<file path="src/rtl/mem_lsu_pkg.sv">
// Shared types and constants for the MEM-stage load/store unit.
// Holds the FSM state type, load/store width codes and the misalignment rule.
package lsu_pkg;

  typedef enum logic [1:0] {
    S_IDLE = 2'd0,
    S_REQ  = 2'd1,
    S_WAIT = 2'd2,
    S_DONE = 2'd3
  } lsu_state_e;

  localparam logic [2:0] F3_LB  = 3'b000;
  localparam logic [2:0] F3_LH  = 3'b001;
  localparam logic [2:0] F3_LW  = 3'b010;
  localparam logic [2:0] F3_LBU = 3'b100;
  localparam logic [2:0] F3_LHU = 3'b101;

  localparam logic [3:0] WEB_NONE = 4'b1111;

  // Access size comes from funct3[1:0]; unknown codes behave as word accesses.
  function automatic logic is_misaligned(input logic [2:0] funct3, input logic [1:0] lane);
    case (funct3[1:0])
      2'b00:   return 1'b0;
      2'b01:   return lane[0];
      default: return lane != 2'b00;
    endcase
  endfunction

endpackage

</file>
<file path="src/rtl/mem_lsu_load_align.sv">
// Load result formatter: picks the addressed byte/half out of the read word
// and sign- or zero-extends it according to funct3.
module load_align
  import lsu_pkg::*;
(
  input  logic [31:0] rdata,
  input  logic [2:0]  funct3,
  input  logic [1:0]  lane,
  output logic [31:0] result
);

  logic [7:0]  byte_sel;
  logic [15:0] half_sel;

  always_comb begin
    byte_sel = rdata[{lane, 3'b000} +: 8];
    half_sel = lane[1] ? rdata[31:16] : rdata[15:0];
    case (funct3)
      F3_LB:   result = {{24{byte_sel[7]}}, byte_sel};
      F3_LH:   result = {{16{half_sel[15]}}, half_sel};
      F3_LBU:  result = {24'h0, byte_sel};
      F3_LHU:  result = {16'h0, half_sel};
      default: result = rdata;
    endcase
  end

endmodule

</file>
<file path="src/rtl/mem_lsu.sv">
// MEM-stage load/store unit: issues data-memory requests, stalls the pipeline
// while they are outstanding, and formats load data. Option: LSU_MISALIGN_CHK_EN.
//
// state  | meaning
// IDLE   | no access in flight; a new load/store is latched here
// REQ    | request presented, waiting for grant
// WAIT   | granted, waiting for response (timeout counter runs)
// DONE   | result visible; held while the instruction side stalls
module mem_lsu
  import lsu_pkg::*;
#(
  parameter int ADDR_W       = 32,
  parameter int RESP_TIMEOUT = 255
) (
  input  logic              clk_i,
  input  logic              rst_i,
  input  logic              mem_read_i,
  input  logic              mem_store_i,
  input  logic [2:0]        mem_funct3_i,
  input  logic [3:0]        mem_web_i,
  input  logic [31:0]       mem_wdata_i,
  input  logic [31:0]       mem_addr_i,
  input  logic              stall_im_i,
  output logic              dm_req_o,
  output logic              dm_we_o,
  output logic [ADDR_W-1:0] dm_addr_o,
  output logic [3:0]        dm_web_o,
  output logic [31:0]       dm_wdata_o,
  input  logic              dm_gnt_i,
  input  logic              dm_rvalid_i,
  input  logic [31:0]       dm_rdata_i,
  output logic              stall_dm_o,
  output logic [31:0]       lsu_rdata_o,
  output logic              lsu_err_o
);

  localparam int CNT_W = (RESP_TIMEOUT > 1) ? $clog2(RESP_TIMEOUT + 1) : 1;
  localparam logic [CNT_W-1:0] CNT_LAST = CNT_W'(RESP_TIMEOUT - 1);

  lsu_state_e        state, state_next;
  logic [ADDR_W-1:0] addr_q;
  logic [3:0]        web_q;
  logic [31:0]       wdata_q;
  logic [31:0]       rdata_q;
  logic [31:0]       load_fmt;
  logic [2:0]        funct3_q;
  logic              store_q;
  logic              err_q;
  logic [CNT_W-1:0]  cnt_q;

  logic access, latch, load_done, err_set, timeout_hit, misaligned, busy;

  assign access = mem_read_i | mem_store_i;

`ifdef LSU_MISALIGN_CHK_EN
  assign misaligned = is_misaligned(mem_funct3_i, mem_addr_i[1:0]);
`else
  assign misaligned = 1'b0;
`endif

  assign timeout_hit = (RESP_TIMEOUT != 0) && (cnt_q == CNT_LAST);

  always_ff @(posedge clk_i) begin
    if (rst_i) state <= S_IDLE;
    else       state <= state_next;
  end

  always_comb begin
    state_next = state;
    latch      = 1'b0;
    load_done  = 1'b0;
    err_set    = 1'b0;
    case (state)
      S_IDLE: begin
        if (access) begin
          latch = 1'b1;
          if (misaligned) begin
            state_next = S_DONE;
            err_set    = 1'b1;
          end else begin
            state_next = S_REQ;
          end
        end
      end
      S_REQ: begin
        if (dm_gnt_i && dm_rvalid_i) begin
          state_next = S_DONE;
          load_done  = ~store_q;
        end else if (dm_gnt_i) begin
          state_next = S_WAIT;
        end
      end
      S_WAIT: begin
        if (dm_rvalid_i) begin
          state_next = S_DONE;
          load_done  = ~store_q;
        end else if (timeout_hit) begin
          state_next = S_DONE;
          err_set    = 1'b1;
        end
      end
      S_DONE: begin
        if (!stall_im_i) state_next = S_IDLE;
      end
      default: state_next = S_IDLE;
    endcase
  end

  always_ff @(posedge clk_i) begin
    if (rst_i) begin
      addr_q   <= '0;
      web_q    <= WEB_NONE;
      wdata_q  <= '0;
      funct3_q <= '0;
      store_q  <= 1'b0;
      cnt_q    <= '0;
      rdata_q  <= '0;
      err_q    <= 1'b0;
    end else begin
      err_q <= err_set;
      if (latch) begin
        addr_q   <= mem_addr_i[ADDR_W-1:0];
        web_q    <= mem_web_i;
        wdata_q  <= mem_wdata_i;
        funct3_q <= mem_funct3_i;
        store_q  <= mem_store_i;
        cnt_q    <= '0;
      end else if (state == S_WAIT && cnt_q != '1) begin
        cnt_q <= cnt_q + 1'b1;
      end
      if (load_done)    rdata_q <= load_fmt;
      else if (err_set) rdata_q <= '0;
    end
  end

  load_align u_load_align (
    .rdata  (dm_rdata_i),
    .funct3 (funct3_q),
    .lane   (addr_q[1:0]),
    .result (load_fmt)
  );

  // Write strobes only leave the unit while a store is actually in flight.
  always_comb begin
    busy       = (state == S_REQ) || (state == S_WAIT);
    dm_req_o   = (state == S_REQ);
    dm_we_o    = busy && store_q;
    dm_web_o   = (busy && store_q) ? web_q : WEB_NONE;
    stall_dm_o = ((state == S_IDLE) && access) || busy;
  end

  assign dm_addr_o   = {addr_q[ADDR_W-1:2], 2'b00};
  assign dm_wdata_o  = wdata_q;
  assign lsu_rdata_o = rdata_q;
  assign lsu_err_o   = err_q;

endmodule
</file>
<file path="config.mk">
export PLATFORM = sky130hd
export DESIGN_NAME = mem_lsu
export DESIGN_NICKNAME = d
export VERILOG_FILES = /design/src/rtl/mem_lsu_pkg.sv /design/src/rtl/mem_lsu_load_align.sv /design/src/rtl/mem_lsu.sv
export SDC_FILE = /design/constraint.sdc
export NUM_CORES = 1
export LEC_CHECK = 0
export CAP_MARGIN = 20
export CORE_MARGIN = 2
export CORE_UTILIZATION = 43
export CTS_CLUSTER_DIAMETER = 150
export DETAILED_ROUTE_END_ITERATION = 8
export PLACE_DENSITY = 0.86
export SETUP_SLACK_MARGIN = 0.15
export SLEW_MARGIN = 30
export SYNTH_ARGS = -nofsm -noshare
export SYNTH_HDL_FRONTEND = slang
export SYNTH_SLANG_ARGS = --single-unit
</file>
<file path="constraint.sdc">
create_clock -name clk_i -period 2.03 [get_ports clk_i]
set_input_delay 0.3045 -clock clk_i [delete_from_list [all_inputs] [get_ports clk_i]]
set_output_delay 0.3045 -clock clk_i [all_outputs]
set_load 0.02 [all_outputs]
</file>
==> impl_metrics.yaml, run 1 <==
floorplan:
  dieArea_um2: 12600
  num_io_pins: 214
  fp.dieH_um: 112
  rows: 39
  coreArea_um2: 11400
  die_w_um: 112
  initial_core_util_pct: 44.2
logic_synthesis:
  yosysTopAreaCell: "dfxtp_1"
  ys_ff_latch: 115
  synth_area_leaders: "dfxtp_1 (46%), nand2_1 (11%), a21oi_1 (8.5%)"
  synth_edf_count: 0
  yosysWarnings: 0
  synthFlopType: "dfxtp_1"
  netlist_instances: 607
  ys_seq_area_share_pct: 45.6
  synth.cell_area_um2: 5050
  synthArstFlopShare_pct: 0
  avgSynthCellArea_um2: 8.32
  synth.top_cell.area_share_pct: 45.6
  netlist-cell-type-count: 54
power_and_ir_drop:
  max-vdd-ir-drop_uv: 821
  power_leakage_nw: 3.01
  p_per_area_nw_per_um2: 1310
  power_mw: 10.2
sta:
  worstMarginPinSlew_ps: 681
  hold_viol_final: 0
  maxSlewHeadroom_pct: 54.5
  whs_ps: 415
  setup_viol: 0
  fmax_ghz: 0.541
  period_needed_ps: 1850
  worst_slack_ps: 181
  setup-tns-final_ps: 0
  maxSlewViolCount: 0
  min_period_over_period_pct: 91.1
  finClkSkew_ps: 8.87
  grt_setup_unrepaired: "yes"
grt:
  grt_usage_pct: 22.9
  grt_antenna_before_repair: 0
  grt_pass1_vias: 4863
  grt_pass1_wl_um: 23300
  grt_max_degree: 62
  overflow: 0
setup_path:
  worstSetupPathDepth: 5
  crit_family: "simple AND/OR/NAND/NOR gates"
  worst_setup_path_start_kind: "flop"
  reg2reg_slack_ps: 230
  crit_required_ps: 1730
  rr_startpoint: "state[0]"
  arrival_ps: 1540
  rr_worst_depth: 8
  crit_end: "dm_web_o[0]"
  path_buf_inv: 2
  cp_max_fo: 5
  slowest_stage: "dfxtp_2"
  path_cells: "inv_2, ha_4, nand2_4, or2_2, buf_6"
  reg2reg_to: "state[0]"
  critPathCaptureType: "primary output"
  critPathKind: "reg2out"
  critical_path.startpoint: "state[0]"
  crit_path_max_incr_delay_ps: 330
layout:
  final_common_cell: "clkdlybuf4s50_1"
  syn_to_final_growth_pct: 54.5
  layout_common_cells: "clkdlybuf4s50_1 (203), nand2_1 (149), dfxtp_1 (113)"
  drive_gt1_share_pct: 10.0
  nFillCells: 887
  fin_util_pct: 68.3
  final_cell_count_no_fill: 941
  fin_area_um2: 7800
  diodes: 0
  fin_nets: 905
placement:
  place_area_um2: 7140
  gp_congestion: 0.887
  preCtsSetupSlack_ps: 21.7
  port-buffer-count: 211
  hpwl_um: 10600
  place_inst: 908
cts:
  clk_pin_slew_worst_paths_ps: 50
  htreeDepth: 4
  cts_sinks: 115
  postCtsHoldBufs: 0
  numCtsBuffers: 17
  clockBufferDepth: 2
  insertion_delay_ps: 400
  cts-root-buf: "clkbuf_16"
  cts_tree: "done"
drt:
  wl_per_cell_um: 15.5
  drt_wl_total_um: 14600
  drc: 0
  drt-vias-per-instance: 5.15
  vias: 4842
  first_iter_violations: 192
  drtAntennaViolNets: 0
  dr.pass1.iters: 5
run_status:
  status: "finished clean"
job:
  cap_violations: 0
worst_hold_path:
  hold_path.class: "in2reg"
-- worst register-to-register path, stage by stage, from the launching register on --
cell	delay, ps
dfxtp_2	330
inv_2	50
buf_4	130
ha_1	210
buf_4	160
nor2b_1	170
o21ai_1	220
a31oi_1	150
a311oi_1	270
-- how the worst min path moves through the flow --
stage                   startpoint             end  slack (ps)  cells past startpoint
floorplan             mem_web_i[0]        web_q[0]         430                      2
global placement    dm_wdata_o[29]  dm_wdata_o[29]         440                      2
detailed placement      addr_q[25]      addr_q[25]         450                      2
CTS                          rst_i  lsu_rdata_o[3]         390                      5
global route                 rst_i       lsu_err_o         430                      3
finish                       rst_i       lsu_err_o         420                      3
-- routing by layer --
layer	part of all wire, %	GRT usage (%)	vias to the layer above
li1	-	-	2408
met1	40	25.2	2229
met2	50	40.2	181
met3	7.6	7.72	24
met4	2.1	10.1	0
met5	0	0	-
-- kinds of logic (layout without fill, tap and decap cells) --
group	after synthesis	after routing	share of synthesized area, %
AOI/OAI and AO/OA	163	163	21.3
xor gates and xnor gates	4	4	0.694
adders and majority gates	7	7	1.73
buffers and inverters	88	278	9.42
DFF	115	115	45.6
muxes	3	3	0.719
other	1	2	0.0743
and+or+nand+nor	226	226	20.4
-- sequential cells by signal (all words and copies together), names as in the netlist --
| name | count |
|---|---|
| addr_q | 32 |
| dm_wdata_o | 32 |
| lsu_rdata_o | 32 |
| cnt_q | 8 |
| web_q | 4 |
| funct3_q | 3 |
| state | 2 |
| lsu_err_o | 1 |
| store_q | 1 |
-- layout make-up --
class	count	area (µm²)	share of cell area, %
Sequential cell	115	2300	29.6
Inverter	14	52.6	0.674
Tap cell	143	179	2.29
Clock buffer	25	526	6.74
Multi-Input combinational cell	405	2330	29.9
Clock inverter	4	70.1	0.898
Timing Repair Buffer	235	2330	29.9
-- power by group --
group | switching (mW) | leakage, nW | internal, mW
Sequential | 0.337 | 0.942 | 2.78
Combinational | 2.26 | 1.77 | 1.87
Clock | 0.966 | 0.297 | 2.01
Total | 3.56 | 3.01 | 6.66
-- synth_stat cells, types with 2 or more instances --
master,count
a31oi_1,3
o31ai_1,2
nor2b_1,4
ha_1,7
or2_2,5
nand4_1,2
o32ai_1,7
o21ai_0,8
dfxtp_1,115
buf_6,2
buf_4,32
nor2_1,12
nand3b_1,4
a211oi_1,2
a211o_1,7
o21a_1,2
o2bb2ai_1,7
buf_2,8
a21boi_2,2
nand2_1,150
a21oi_1,86
clkbuf_1,30
and3b_1,7
nand2b_1,21
and2_1,3
a22o_1,24
nand3_1,10
buf_1,2
a311oi_1,2
xor2_1,3
nor3_1,2
inv_1,14
-- repair_timing --
action,in CTS,in global routing
endpoints found under the setup margin,31,37
resized for setup,31,11
pin swaps,1,1
buffers inserted,1,3
gates cloned,0,0
Power figures use the tool's default switching activity.
==> run 2: changes to the inputs <==
CORE_ASPECT_RATIO = 1.25   (was default)
SLEW_MARGIN = 20   (was 30)
==> run 2 against run 1 <==
Compared with the run above: final area increased by 1.4%; non-clock buffer count rose by 3; final cell count is 0.43% higher; critical path type unchanged; critical endpoint unchanged; largest power group unchanged; highest routed layer unchanged.
==> impl_metrics.yaml, run 2 (synthesis gave the netlist of run 1 again) <==
run_status:
  status: "finished clean"
placement:
  place_inst: 905
  place_area_um2: 7130
  preCtsSetupSlack_ps: -327
  hpwl_um: 10900
  gp_congestion: 0.830
  port-buffer-count: 211
setup_path:
  arrival_ps: 1640
  reg2reg_slack_ps: 200
  cp_common_cell: "buf_6"
  crit_path_max_incr_delay_ps: 360
  worst_setup_path_start_kind: "flop"
  crit_family: "flip-flops"
  rr_worst_depth: 5
  rr_startpoint: "addr_q[1]"
  critPathCaptureType: "primary output"
  path_buf_inv: 3
  cp_max_fo: 5
  critPathKind: "reg2out"
  crit_required_ps: 1730
  reg2reg_to: "lsu_rdata_o[30]"
  crit_end: "dm_web_o[0]"
  path_cells: "inv_2, ha_4, buf_6, nand2_4, or2_4, buf_6"
  worstSetupPathDepth: 6
  critical_path.startpoint: "state[1]"
  slowest_stage: "dfxtp_4"
grt:
  grt_max_degree: 74
  grt_usage_pct: 23.9
  overflow: 0
  grt_pass1_vias: 5131
  grt_antenna_before_repair: 2
  grt_pass1_wl_um: 24200
floorplan:
  dieArea_um2: 12600
  initial_core_util_pct: 43.7
  coreArea_um2: 11600
  die_w_um: 101
  fp.dieH_um: 125
  rows: 44
  num_io_pins: 214
drt:
  drtAntennaViolNets: 0
  dr.pass1.iters: 5
  first_iter_violations: 235
  drt_wl_total_um: 15600
  vias: 5051
  wl_per_cell_um: 16.5
  drc: 0
  drt-vias-per-instance: 5.34
layout:
  layout_common_cells: "clkdlybuf4s50_1 (203), nand2_1 (149), dfxtp_1 (113)"
  fin_util_pct: 68.4
  nFillCells: 889
  register_area_um2: 2310
  syn_to_final_growth_pct: 56.7
  final_cell_count_no_fill: 945
  multi_input_area_um2: 2370
  drive_gt1_share_pct: 11.1
  final_common_cell: "clkdlybuf4s50_1"
  fin_area_um2: 7910
  fin_nets: 909
sta:
  finClkSkew_ps: 10.7
  period_needed_ps: 1940
  setup_viol: 0
  min_period_over_period_pct: 95.6
  fmax_ghz: 0.515
  setup-tns-final_ps: 0
  worstMarginPinSlew_ps: 557
  grt_setup_unrepaired: "yes"
  worst_slack_ps: 89.6
  maxSlewHeadroom_pct: 62.9
  hold_viol_final: 0
  maxSlewViolCount: 0
cts:
  insertion_delay_ps: 410
  clockBufferDepth: 2
  postCtsHoldBufs: 0
  cts_tree: "done"
  numCtsBuffers: 17
  clk_pin_slew_worst_paths_ps: 60
  htreeDepth: 4
  cts_sinks: 115
  cts-root-buf: "clkbuf_16"
worst_hold_path:
  hold_path.class: "in2reg"
job:
  cap_violations: 0
power_and_ir_drop:
  p_per_area_nw_per_um2: 1340
  power_leakage_nw: 3.04
  max-vdd-ir-drop_uv: 706
-- run 2: worst reg2reg max path, delay by kind of cell (launching register included) --
kind,cells,cell delay (ps)
AO/OA/AOI/OAI,3,660
flip-flops,1,490
multiplexers,1,420
buffers and inverters,1,160
-- run 2: timing repair --
item | in CTS | in global routing
resized for setup | 40 | 11
cloned | 1 | 0
endpoints found under the hold margin | 0 | 0
pin swaps | 2 | 2
endpoints found under the setup margin | 39 | 36
buffers inserted | 0 | 5
-- run 2: report_power, final --
group | internal (mW) | switching, mW | leakage, nW | total, mW
Clock | 2.17 | 1.07 | 0.310 | 3.24
Combinational | 1.88 | 2.33 | 1.79 | 4.22
Sequential | 2.78 | 0.331 | 0.943 | 3.11
Total | 6.84 | 3.73 | 3.04 | 10.6
-- run 2: routing by layer --
metal / vias to the layer above / GRT usage (%) / part of all wire, %
li1: 2414 / - / -
met1: 2363 / 23.6 / 36
met2: 226 / 44.2 / 53
met3: 48 / 7.21 / 7.2
met4: 0 / 12.1 / 3.6
met5: - / 0 / 0
-- run 2: worst min-delay path by stage --
stage	startpoint	endpoint	slack (ps)	cells after the start
floorplan	mem_web_i[0]	web_q[0]	430	2
global placement	dm_wdata_o[15]	dm_wdata_o[15]	440	2
detailed placement	dm_wdata_o[19]	dm_wdata_o[19]	450	2
CTS	mem_wdata_i[25]	dm_wdata_o[25]	430	3
global route	mem_wdata_i[31]	dm_wdata_o[31]	440	3
finish	mem_wdata_i[15]	dm_wdata_o[15]	440	3
-- run 2: area by class of cell --
class | instances | share of cell area (%)
multi-input cells | 406 | 30.0
repair buffers | 238 | 29.8
flip-flops and latches | 115 | 29.2
clock buffers | 18 | 5.43
clock inverters | 14 | 2.67
well taps | 138 | 2.18
inverters | 14 | 0.664
diodes | 2 | 0.0633
-- run 2: through the flow --
step	power [mW]	hold WS (ps)
after floorplan	5.55	429
after global placement	7.01	440
after detailed placement	7.18	446
after CTS	10.5	434
after global routing	11.1	440
final	10.6	438
==> RTL change (flow settings as in run 1) <==
The option `LSU_MISALIGN_CHK_EN` is turned on by a define.
--- a/src/rtl/mem_lsu.sv
+++ b/src/rtl/mem_lsu.sv
@@ -8,2 +8,4 @@
 // DONE   | result visible; held while the instruction side stalls
+`define LSU_MISALIGN_CHK_EN
+
 module mem_lsu
Behaviour: not the same (a bounded check fails within 4 cycles, from zero or initial values and one cycle with rst_i high).
==> RTL change against run 1 <==
Global-route usage up 0.84 points; critical endpoint is now lsu_rdata_o[4]$_SDFFE_PP0P_; power is 0.33% higher; sequential cell count unchanged; synthesized area increased by 3.0%; register-to-register slack worse by 0.04 ns; routed wire length increased by 5.6%; worst setup slack improved by 0.0099 ns; design area increased by 3.8%.
==> RTL change: results (changes against run 1) <==
| Metric | Value |
|---|---|
| Status | `complete, no violations` |
| Placed cells | `926 (+2.0%)` |
| Slew of the pin with the lowest slew margin | `0.714 ns (+0.0322 ns)` |
| Skew final | `0.00911 ns (+0.000234 ns)` |
| Total Wirelength | `15400 um (+5.6%)` |
| Met3 Usage GRT | `9.25% (+1.5 points)` |
| Seq/Total Area, Yosys | `44.3% (-1.3 points)` |
| M2 GR Usage | `39.4% (-0.80 points)` |
| Count of input and output buffers | `211 (unchanged)` |
| Share of cells above drive strength 1 | `14.1% (+4.0 points)` |
| Synth Area in Compound Gates | `21.6% (+0.33 points)` |
| Setup TNS | `0 ns (unchanged)` |
| Final layout net count | `922 (+1.9%)` |
| Global-route wire length before repair | `24100 um (+3.5%)` |
| Adder-cell area share of the yosys netlist | `1.68% (-0.051 points)` |
| GRT Util Overall | `23.8% (+0.84 points)` |
| Worst vdd ir | `0.815 mV (-0.74%)` |
| Via count | `5017 (+3.6%)` |
| Routing usage on met1 | `27.1% (+1.8 points)` |
| Top area cells in the synthesized netlist | `dfxtp_1 44%, nand2_1 11%, a21oi_1 7.8%, o2bb2ai_2 5.2%, buf_4 4.6%` |
| Largest net degree at the start of global routing | `54 (-13%)` |
| Post-synth top cells | `148 x nand2_1, 115 x dfxtp_1, 81 x a21oi_1, 36 x nor2_1, 32 x buf_4` |
| HPWL Detailed | `10400 um (-1.7%)` |
| Worst Setup SP | `state[1]$_SDFFE_PP0P_` |
| Worst r2r path cells | `9 (+1)` |
| Sw Share | `34.8% (-0.047 points)` |
| Synth unique cells | `55 (+1.9%)` |
| Mapped Cells | `617 (+1.6%)` |
| Wire per inst | `15.9 um (+3.0%)` |
| Worst Hold Depth | `2 (-1)` |
| Mux contribution to synthesized area | `0.649% (-0.069 points)` |
| Pleak | `0.00303 uW (+0.79%)` |
| Iter 0 DRT Violations | `304 (+58%)` |
| Critical path arrival | `2.18 ns (+0.64 ns)` |
| Xor/xnor share of the synthesized area | `0.842% (+0.15 points)` |
| Dpl cell area | `7290 sq um (+2.1%)` |
RTL change: cell count changes in the layout (fill, tap and decap cells not counted), moves of 8 or more:
cell,delta
nand2b_1,-10
nor2_1,+24
nand3_1,-8
o2bb2ai_2,+18
o21ai_0,+16
nor3_1,+8
a22o_1,-23
RTL change: cell type report:
type                            count  area [sq um]
Tap cell                          147           184
Sequential cell                   115          2300
Timing Repair Buffer              240          2420
Fill cell                         945          3820
Multi-Input combinational cell    422          2490
Clock inverter                     15           231
Clock buffer                       17           425
Inverter                            9          33.8
RTL change: worst max-delay path, cell delays in order (launching register included):
cell and delay, ns:
dfxtp_2 0.33, inv_2 0.05, ha_4 0.28, buf_4 0.13, nand2_4 0.06, nor4_4 0.31
buf_4 0.19, clkbuf_16 0.13, o21ai_0 0.08, o2bb2ai_1 0.19
RTL change: power groups by stage:
stage          logic [uW]  registers, uW  clock network [uW]
2_1_floorplan        2010           3340                   0
3_3_place_gp         3690           3040                   0
3_5_place_dp         3750           3060                   0
4_1_cts              3850           3030                3350
5_1_grt              4210           3100                3450
6_report             3910           3040                3310
RTL change: logic make-up after synthesis:
kind of cell,Yosys count
muxes,3
AOI/OAI and AO/OA,157
DFF,115
adders and majority gates,7
buffers and inverters,81
other,1
xor gates and xnor gates,5
and+or+nand+nor,248
RTL change: final timing paths:
path                                 end  slack (ns)
min                 lsu_err_o$_SDFF_PP0_        0.20
max          lsu_rdata_o[4]$_SDFFE_PP0P_        0.19
min reg2reg      addr_q[29]$_SDFFE_PP0P_        0.45
max reg2reg  lsu_rdata_o[4]$_SDFFE_PP0P_        0.19
RTL change: layer usage:
metal	routed length [um]	share of wire, %
met1	6060	39
met2	7330	48
met3	1570	10
met4	420	2.7
met5	0	0
RTL change: per-stage QoR:
stage / util (%) / setup WS [ns]
after floorplan: - / 0.272
after global placement: 61.2 / 0.0784
after detailed placement: 61.2 / 0.0196
after CTS: 67.3 / 0.118
after global routing: 67.9 / 0.0833
final: 67.9 / 0.191
RTL change: what timing repair did:
item / in CTS / in global routing
resized for setup: 34 / 16
endpoints found under the setup margin: 10 / 37
pin swaps: 2 / 6
setup buffers: 2 / 3
cloned: 1 / 1
